## src/rtl/ddr3_sched_pkg.sv

```systemverilog
`default_nettype none
// ============================================================================
// Module   : ddr3_sched_pkg
// Purpose  : Shared types, field widths and small helpers for the DDR3
//            command scheduler and its refresh timer.
// Revision : 1.0 - initial release
// ============================================================================
package ddr3_sched_pkg;

  // Command field widths presented to the DDR3 command state machine
  localparam int ROW_W  = 15;
  localparam int COL_W  = 10;
  localparam int BA_W   = 3;
  localparam int DATA_W = 8;

  // Scheduler FSM states
  typedef enum logic [1:0] {
    ST_IDLE  = 2'd0,
    ST_ISSUE = 2'd1,
    ST_WAIT  = 2'd2,
    ST_RESP  = 2'd3
  } state_t;

  // Kind of command currently in flight
  typedef enum logic [1:0] {
    KIND_RD  = 2'd0,
    KIND_WR  = 2'd1,
    KIND_REF = 2'd2
  } kind_t;

  // Round-robin pick between two requesters: on a tie the one that did not
  // win last time is chosen; otherwise the single valid one (0 when none).
  function automatic logic rr_pick(input logic [1:0] valid, input logic last_grant);
    if (valid == 2'b11) begin
      return ~last_grant;
    end
    return valid[1];
  endfunction

  // Requester index to one-hot pulse vector
  function automatic logic [1:0] onehot2(input logic idx);
    return idx ? 2'b10 : 2'b01;
  endfunction

endpackage
`default_nettype wire

```

## src/rtl/ddr3_refresh_timer.sv

```systemverilog
`default_nettype none
// ============================================================================
// Module   : ddr3_refresh_timer
// Purpose  : Periodic auto-refresh request generator. A 16-bit down-counter
//            raises ref_pending every REFI_CYCLES clocks; ref_overrun latches
//            if an interval expires while the previous refresh is still owed.
// Revision : 1.0 - initial release
// ============================================================================
module ddr3_refresh_timer #(
  parameter int REFI_CYCLES = 780
) (
  input  logic CLK,
  input  logic RESET,
  input  logic clear,
  output logic ref_pending,
  output logic ref_overrun
);

  localparam logic [15:0] C_RELOAD = 16'(REFI_CYCLES - 1);

  logic [15:0] count;
  logic        expire;

  assign expire = (count == 16'd0);

  // Interval counter: counts down and reloads on reaching zero
  always_ff @(posedge CLK) begin
    if (RESET) begin
      count <= C_RELOAD;
    end else if (expire) begin
      count <= C_RELOAD;
    end else begin
      count <= count - 16'd1;
    end
  end

  // Pending/overrun flags; a new expiry wins over a same-cycle clear
  always_ff @(posedge CLK) begin
    if (RESET) begin
      ref_pending <= 1'b0;
      ref_overrun <= 1'b0;
    end else if (expire) begin
      ref_pending <= 1'b1;
      if (ref_pending) begin
        ref_overrun <= 1'b1;
      end
    end else if (clear) begin
      ref_pending <= 1'b0;
    end
  end

endmodule
`default_nettype wire

```

## src/rtl/ddr3_cmd_scheduler.sv

```systemverilog
`default_nettype none
// ============================================================================
// Module   : ddr3_cmd_scheduler
// Purpose  : Round-robin scheduler for two single-beat read/write requesters
//            in front of the DDR3 command state machine, with periodic
//            auto-refresh injected at top priority.
// Revision : 1.0 - initial release
// ============================================================================
module ddr3_cmd_scheduler
  import ddr3_sched_pkg::*;
#(
  parameter int REFI_CYCLES = 780
) (
  input  logic                  CLK,
  input  logic                  RESET,
  input  logic [1:0]            req_valid,
  input  logic [1:0]            req_write,
  input  logic [2*ROW_W-1:0]    req_row,
  input  logic [2*COL_W-1:0]    req_col,
  input  logic [2*BA_W-1:0]     req_ba,
  input  logic [2*DATA_W-1:0]   req_wdata,
  output logic [1:0]            req_ready,
  output logic [1:0]            rsp_valid,
  output logic [DATA_W-1:0]     rsp_rdata,
  input  logic                  sm_ready,
  input  logic                  sm_done,
  input  logic [DATA_W-1:0]     sm_rdata,
  output logic                  WRITE,
  output logic                  READ,
  output logic                  REF,
  output logic [ROW_W-1:0]      Addr_Row,
  output logic [COL_W-1:0]      Addr_Column,
  output logic [BA_W-1:0]       BA_in,
  output logic [DATA_W-1:0]     Data_input,
  output logic                  ref_pending,
  output logic                  ref_overrun
);

  state_t state;
  kind_t  kind;
  logic   last_grant;
  logic   pick;
  logic   idle_ready;
  logic   take_ref;
  logic   take_req;
  logic   ref_clear;

  // Arbitration decisions, all made in the IDLE cycle
  assign idle_ready = (state == ST_IDLE) && sm_ready;
  assign take_ref   = idle_ready && ref_pending;
  assign take_req   = idle_ready && !ref_pending && (req_valid != 2'b00);
  assign pick       = rr_pick(req_valid, last_grant);

  // Accept pulse coincides with the grant cycle
  assign req_ready = take_req ? onehot2(pick) : 2'b00;

  // Command strobes last exactly the one ISSUE cycle
  assign WRITE = (state == ST_ISSUE) && (kind == KIND_WR);
  assign READ  = (state == ST_ISSUE) && (kind == KIND_RD);
  assign REF   = (state == ST_ISSUE) && (kind == KIND_REF);

  // Refresh grants never touch last_grant, so it still names the requester
  // whose transaction reaches RESP
  assign rsp_valid = (state == ST_RESP) ? onehot2(last_grant) : 2'b00;

  assign ref_clear = REF;

  ddr3_refresh_timer #(
    .REFI_CYCLES (REFI_CYCLES)
  ) u_refresh_timer (
    .CLK         (CLK),
    .RESET       (RESET),
    .clear       (ref_clear),
    .ref_pending (ref_pending),
    .ref_overrun (ref_overrun)
  );

  // Command sequencing: IDLE -> ISSUE -> WAIT -> (RESP) -> IDLE
  always_ff @(posedge CLK) begin
    if (RESET) begin
      state <= ST_IDLE;
      kind  <= KIND_RD;
    end else begin
      case (state)
        ST_IDLE: begin
          if (take_ref) begin
            kind  <= KIND_REF;
            state <= ST_ISSUE;
          end else if (take_req) begin
            kind  <= req_write[pick] ? KIND_WR : KIND_RD;
            state <= ST_ISSUE;
          end
        end
        ST_ISSUE: begin
          state <= ST_WAIT;
        end
        ST_WAIT: begin
          if (sm_done) begin
            state <= (kind == KIND_REF) ? ST_IDLE : ST_RESP;
          end
        end
        ST_RESP: begin
          state <= ST_IDLE;
        end
        default: begin
          state <= ST_IDLE;
        end
      endcase
    end
  end

  // Grant bookkeeping and command field capture, only on a requester grant
  always_ff @(posedge CLK) begin
    if (RESET) begin
      last_grant  <= 1'b1;
      Addr_Row    <= '0;
      Addr_Column <= '0;
      BA_in       <= '0;
      Data_input  <= '0;
    end else if (take_req) begin
      last_grant  <= pick;
      Addr_Row    <= pick ? req_row[2*ROW_W-1:ROW_W]     : req_row[ROW_W-1:0];
      Addr_Column <= pick ? req_col[2*COL_W-1:COL_W]     : req_col[COL_W-1:0];
      BA_in       <= pick ? req_ba[2*BA_W-1:BA_W]        : req_ba[BA_W-1:0];
      Data_input  <= pick ? req_wdata[2*DATA_W-1:DATA_W] : req_wdata[DATA_W-1:0];
    end
  end

  // Read data capture on completion of a requester command
  always_ff @(posedge CLK) begin
    if (RESET) begin
      rsp_rdata <= '0;
    end else if ((state == ST_WAIT) && sm_done && (kind != KIND_REF)) begin
      rsp_rdata <= sm_rdata;
    end
  end

endmodule
`default_nettype wire

```

## config.mk

```make
export PLATFORM = sky130hd
export DESIGN_NAME = ddr3_cmd_scheduler
export DESIGN_NICKNAME = d
export VERILOG_FILES = /design/src/rtl/ddr3_sched_pkg.sv /design/src/rtl/ddr3_refresh_timer.sv /design/src/rtl/ddr3_cmd_scheduler.sv
export SDC_FILE = /design/constraint.sdc
export NUM_CORES = 1
export LEC_CHECK = 0
export CORE_ASPECT_RATIO = 1.1
export CORE_MARGIN = 10
export CORE_UTILIZATION = 44
export DETAILED_ROUTE_END_ITERATION = 10
export GPL_ROUTABILITY_DRIVEN = 1
export PLACE_DENSITY = 0.83
export SYNTH_ARGS = -nofsm -noshare
export SYNTH_HDL_FRONTEND = slang
export SYNTH_HIERARCHICAL = 1
export SYNTH_SLANG_ARGS = --single-unit
```

## constraint.sdc

```tcl
create_clock -name CLK -period 3.8 [get_ports CLK]
set_input_delay 0.76 -clock CLK [delete_from_list [all_inputs] [get_ports CLK]]
set_output_delay 0.76 -clock CLK [all_outputs]
set_load 0.01 [all_outputs]
```

# Word level (Yosys, flattened, before mapping)
# Index checks and enable logic that the tools add are counted.
# W data, S select, Z words.
# op_classes
bitwise,1
shifts,0
div,0
magnitude_cmp,1
multipliers,0
eq_ne,9
n_addsub,1
reduce_logical,20
muxes,23
# ops
cell,count
$mux W2,10
$logic_not A16 Y1,1
$sub A16 B1 Y16 const B,1
$mux W15,1
$mux W10,1
$logic_and A1 B1 Y1,9
$eq A2 B2 Y1 const B,4
$mux W1,8
$mux W8,1
$pmux W2 S4,1
$reduce_and A2 Y1,3
$reduce_bool A2 Y1,3
$eq A2 B1 Y1 const B,2
$logic_not A2 Y1,2
$ne A2 B2 Y1 const B,2
$mux W3,1
$ne A3 B3 Y1 const B,1
$lt A1 B2 Y1 const B,1
$reduce_or A2 Y1,1
$logic_not A1 Y1,1
$not A1 Y1,1
# totals
rom_bits,0
mem_count,0
ramBits,0
output_inout_bits,53
latch_bits,0
in_bits,88
reg_bits,67

# Logic depth before layout (Yosys ltp)
# Gate-level depths: netlist (run 1).
# depth
ltp_word,8
ltp_mapped,7
depth_no_buf,6

# Modules after synthesis
# Netlist (run 1), hierarchy kept.
# by_module_without_submodules
mod,seq_area_each_um2,instances,cells_per_inst,area_each_um2
ddr3_cmd_scheduler,980.9,1,267,2115.8
ddr3_refresh_timer,360.3,1,87,795.8

# Least setup slack after synthesis (run 1)
# OpenSTA, ideal clock, no wires.
# synth_path
path_type,in2out
startpoint,input sm_ready
endpoint,output req_ready[0]
path_slack_ps,1176
n_path_buf,2
arrival_ps,1864
required_ps,3040
path_stages,5
path_cell_list,or3b_1 > or3_1 > buf_2 > buf_6 > nor2_1
# synth_between
elab_chain_cells,4
# synth_rtl
item,line_no,rtl
start: declaration,ddr3_cmd_scheduler.sv:25,"input logic sm_ready,"
$logic_and A1 B1 Y1,ddr3_cmd_scheduler.sv:49,assign idle_ready = (state == ST_IDLE) && sm_ready;
$logic_and A1 B1 Y1 (2 in a row),ddr3_cmd_scheduler.sv:51,assign take_req = idle_ready && !ref_pending && (req_valid != 2'b00);
$mux W2,ddr3_cmd_scheduler.sv:55,assign req_ready = take_req ? onehot2(pick) : 2'b00;
end: declaration,ddr3_cmd_scheduler.sv:22,"output logic [1:0] req_ready,"
# No other way between the ends.

# Final worst setup path (run 1)
# layout_path
startpoint,input sm_ready
endpoint,output req_ready[1]
# The elaborated chain is that of the path after synthesis.

==> metrics.txt, run 1 <==
CTS tree done; DRC errors left 0; Fmax 0.277 GHz; Internal Power 1260 uW; Skew-Pair Late Insertion Delay 0.34 ns; WL/cell 16.0 um; Lkg Pwr 0.00172 uW; Max H-tree Level 3; ANT cells 0; CTS Hold Bufs 0; switch share 0.273; Sequential cell area 1340 sq um; # fillers 543; Num CTS Buffers 9; DP HPWL 6910 um; Pwr Density 384 nW/um^2; I/O Pins 141; post-synthesis sequential area ratio 0.461; predominant post-synthesis flop cell dfxtp_1; most common cell in the netlist dfxtp_1; Total GRT Usage 0.177; Hold Crit Depth 1; combinational share of power 0.243; Clock Skew 0.00764 ns; first-pass GRT wire length 15200 um; CORE AREA 6520 sq um; Die ar. 10300 sq um; effective utilization at floorplan 0.447; share of layout cells above drive strength 1 0.0588; PostCTS Resize Cnt 0; Post-Syn Area 2910 sq um; RSZ-0062 raised after global routing false; area of the multi-input gates 1440 sq um; Yosys cell types 42; critical path type input port to output port; Sum Neg Setup Slack 0 ns; antenna viol nets, final 0; height of the die 105 um; row count 31; top cell type's share of synthesized area 0.461; Starting DRT DRC Count 111; CP arrival 2.85 ns; Yosys reg bits 67; final WL 9220 um; Die X 97.6 um; fin crit share 0.950; worst endpoint required time 3.04 ns; Slew Limit Fails 0; Final Critical Period 3.61 ns; Net Switching 474 uW; vias in the first global route 3113; Syn Area/Cell 8.22 sq um; status completed; worst slew pin tran 0.901 ns; Yosys top cell by area dfxtp_1; GPL Wtd Cong 0.816; syn nets 443; global route overflow 0; Max rail drop VDD 0.212 mV; Vias/cell 5.24; IO buf count 140; CTS sink cnt 67; TritonRoute pass-1 iters 4; Cell Area, Placed 4350 sq um; post-synthesis cell count 354; Area contributors post-synth dfxtp_1 46%, a211oi_1 9.3%, nor2_1 8.3%; Clock Path Buffers 2; final hold vios 0; Final Net Count 577; worst hold path type flip-flop to flip-flop; ys async rst share 0; clock slew at reported path FFs 0.06 ns; Worst Reg2Reg Path Length in Cells 4; relative slew slack 0.394; sequential power share 0.455; CTS root buf clkbuf_8; share of power burned in the clock network 0.301; via count 3015; Setup crit start kind input port; initial antenna violation count 0; buffer count from post-CTS setup fixing 0; final instance area 4530 sq um; Worst setup EP type output port; synth warn 6; largest net degree at the start of global routing 38; # setup viols final 0; Post-synth top cells 67 x dfxtp_1, 64 x nor2_1, 50 x nand2_1, 43 x a21oi_1, 36 x a211oi_1; max-cap violation count 0; Area growth, synth to finish 55.5%; number of synthesized flops with an enable pin 0; CP max FO 5
-- worst max-delay path, stage by stage --
cell and delay [ns]:
clkdlybuf4s50_1 0.50, or3b_1 0.41, or3_1 0.44, nor2_1 0.16, clkdlybuf4s50_1 0.58
-- layout make-up --
type                       instances  share of cell area
multi-input combinational        259               0.319
sequential                        67               0.296
clock buffer                      14              0.0359
clock inverter                     2             0.00221
timing repair buffer             148               0.322
tap                               82              0.0227
inverter                           3             0.00249
-- layer usage --
metal,track usage,wire length (um),up-vias,share of wire
li1,-,-,1489,-
met4,0.0956,241,0,0.026
met1,0.189,3700,1396,0.40
met3,0.0653,729,19,0.079
met2,0.297,4550,111,0.49
met5,0,0,-,0
-- registers in the layout, indices dropped and copies added, names as in the netlist --
name and flops:
u_refresh_timer/count 16, Addr_Row 15, Addr_Column 10, Data_input 8, rsp_rdata 8, BA_in 3, kind 2, state 2
last_grant 1, u_refresh_timer/ref_overrun 1, u_refresh_timer/ref_pending 1
-- final timing paths --
kind | startpoint | slack (ns) | end
worst max-delay path | sm_ready | 0.19 | req_ready[1]
worst min-delay path | u_refresh_timer/count[0] | 0.41 | u_refresh_timer/count[0]
worst max register to register | u_refresh_timer/count[5] | 1.66 | u_refresh_timer/count[13]
worst min register to register | u_refresh_timer/count[0] | 0.41 | u_refresh_timer/count[0]
-- power by group through the flow --
| stage | Sequential (uW) | Combinational [uW] | Clock [uW] |
|---|---|---|---|
| 2_1_floorplan | 825 | 174 | 0 |
| 3_3_place_gp | 804 | 421 | 0 |
| 3_5_place_dp | 807 | 427 | 0 |
| 4_1_cts | 792 | 429 | 541 |
| 5_1_grt | 799 | 462 | 569 |
| 6_report | 791 | 423 | 523 |
-- logic make-up after synthesis --
family          after synthesis  synth area share
mux                           8            0.0275
fa+ha+maj                     1           0.00430
flops                        67             0.461
buf+inv                      28            0.0455
compound gates               88             0.190
simple gates                151             0.239
xor+xnor                     11            0.0331
-- stage by stage --
stage / setup slack [ns] / hold WS, ns / util / power [uW] / instances
2_1_floorplan: 1.18 / 0.383 / - / 999 / 354
3_3_place_gp: 0.233 / 0.390 / 0.668 / 1220 / 559
3_5_place_dp: 0.214 / 0.396 / 0.668 / 1230 / 559
4_1_cts: 0.178 / 0.414 / 0.695 / 1760 / 575
5_1_grt: 0.0763 / 0.437 / 0.695 / 1830 / 575
6_report: 0.189 / 0.412 / 0.695 / 1740 / 575
-- placed cells by master, fill, tap and decap left out, types with 2 or more instances in the layout --
| master | netlist | layout |
|---|---|---|
| nand4_1 | 3 | 3 |
| o21ai_0 | 2 | 2 |
| and3_1 | 2 | 2 |
| a21o_1 | 2 | 2 |
| nor2b_1 | 2 | 2 |
| inv_1 | 3 | 3 |
| clkdlybuf4s50_1 | 0 | 139 |
| clkbuf_8 | 0 | 11 |
| buf_4 | 3 | 8 |
| nand3_1 | 2 | 2 |
| nand3b_1 | 2 | 2 |
| nor3_1 | 5 | 4 |
| a211oi_1 | 36 | 36 |
| nand2_1 | 50 | 50 |
| dfxtp_1 | 67 | 67 |
| nor2_1 | 64 | 64 |
| nor4_1 | 2 | 2 |
| or3_1 | 2 | 2 |
| clkinv_2 | 0 | 2 |
| nor3b_1 | 3 | 3 |
| mux2i_1 | 8 | 8 |
| xor2_1 | 9 | 9 |
| nand2b_1 | 4 | 4 |
| a21oi_1 | 43 | 43 |
| nor3_2 | 1 | 2 |
| clkbuf_1 | 12 | 3 |
| xnor2_1 | 2 | 2 |
Power figures use the tool's default switching activity.
==> inputs of run 2 (changes only) <==
Settings changed: CORE_MARGIN 10 to 2.
==> metrics.txt, run 2 (synthesis gave the netlist of run 1 again) <==
Starting DRT DRC Count 97; global route overflow 0; DRT met1 WL 3280 um; critical path type input port to output port; worst hold path type flip-flop to flip-flop; Vias/cell 5.21; row count 31; Area growth, synth to finish 58.7%; Clock Skew 0.00625 ns; first-pass GRT wire length 12400 um; Max rail drop VDD 0.270 mV; Final Net Count 576; DP HPWL 5770 um; TritonRoute pass-1 iters 4; CP arrival 2.78 ns; max reg flops 16; CP most frequent cell clkdlybuf4s50_1; Tot Pwr 2010 uW; final hold vios 0; CTS sink cnt 67; effective utilization at floorplan 0.449; I/O Pins 141; routed wl met3 657 um; # setup viols final 0; GPL Wtd Cong 0.822; worst endpoint required time 3.04 ns; CTS root buf clkbuf_8; Sum Neg Setup Slack 0 ns; Fmax 0.282 GHz; largest net degree at the start of global routing 40; max-cap violation count 0; final instance area 4620 sq um; Setup crit start kind input port; buffer count from post-CTS setup fixing 0; Hold WS 0.413 ns; most frequent cells in the layout 139 x clkdlybuf4s50_1, 67 x dfxtp_1, 64 x nor2_1; clock slew at reported path FFs 0.07 ns; Cell Count, Final, Fillers Out 574; fin crit share 0.932; Num CTS Buffers 9; ANT cells 0; Critical Path Max Stage Delay 0.58 ns; IO buf count 140; Largest Register u_refresh_timer/count; DRC errors left 0; Pwr Density 435 nW/um^2; CP max FO 3; met2 wire length 3970 um; most common cell after layout, fill and taps aside clkdlybuf4s50_1; vias in the first global route 2845; CP delay by family, top buffers and inverters; Skew-Pair Late Insertion Delay 0.33 ns; relative slew slack 0.641; worst slew pin tran 0.536 ns; CTS Hold Bufs 0; CORE AREA 6480 sq um; Final Critical Period 3.54 ns; placed cells 558; uppermost layer routed met4; final WL 8000 um; Die X 81.6 um; RSZ-0062 raised after global routing false; initial antenna violation count 0; Slew Limit Fails 0; Cell Area, Placed 4350 sq um; share of layout cells above drive strength 1 0.0610; Max H-tree Level 3; CTS tree done; status completed; height of the die 89.3 um; PostCTS Resize Cnt 0; Clock Path Buffers 2; Die ar. 7280 sq um; CP max-delay cell clkdlybuf4s50_1; Lkg Pwr 0.00176 uW; via count 2993; Total GRT Usage 0.219; CP Cell Sequence clkdlybuf4s50_1 -> or3b_1 -> or3_1 -> nor2_1 -> clkdlybuf4s50_1; WL/cell 13.9 um; CP Buf/Inv Count 2; antenna viol nets, final 0; Largest regs u_refresh_timer/count (16), Addr_Row (15), Addr_Column (10); Worst setup EP type output port
run 2: changes by cell type in the layout (fill, tap and decap cells not counted):
cell / before / now
buf_4: 8 / 7
bufinv_16: 0 / 4
clkbuf_1: 3 / 1
clkinv_2: 2 / 0
run 2: area by class of cell:
class / instances / area (sq um)
Clock buffer: 12 / 155
Clock inverter: 4 / 120
Fill cell: 529 / 1860
Inverter: 3 / 11.3
Multi-Input combinational cell: 259 / 1440
Sequential cell: 67 / 1340
Tap cell: 82 / 103
Timing Repair Buffer: 147 / 1450
run 2: where the power goes:
group | internal [uW] | switching [uW] | leakage (uW) | total, uW
sequential | 758 | 33.4 | 0.000549 | 791
clock | 539 | 259 | 0.000137 | 798
combinational | 232 | 187 | 0.00107 | 419
total | 1530 | 480 | 0.00176 | 2010
run 2: per-stage QoR:
stage	util	setup slack, ns
global route	0.714	0.176
floorplan	-	1.18
finish	0.714	0.259
detailed placement	0.671	0.271
CTS	0.714	0.252
global placement	0.671	0.290
run 2: final timing paths:
| check | start | end | slack [ns] | depth (start not counted) |
|---|---|---|---|---|
| setup reg to reg | state[1] | state[0] | 1.86 | 4 |
| setup / recovery | sm_ready | req_ready[1] | 0.26 | 5 |
| hold / removal | u_refresh_timer/count[0] | u_refresh_timer/count[0] | 0.41 | 1 |
| hold reg to reg | u_refresh_timer/count[0] | u_refresh_timer/count[0] | 0.41 | 1 |
run 2: metal layers:
| layer | track usage | up-vias |
|---|---|---|
| met1 | 0.255 | 1396 |
| met2 | 0.385 | 100 |
| met4 | 0.0616 | 0 |
| met3 | 0.0727 | 10 |
| met5 | 0 | - |
| li1 | - | 1487 |
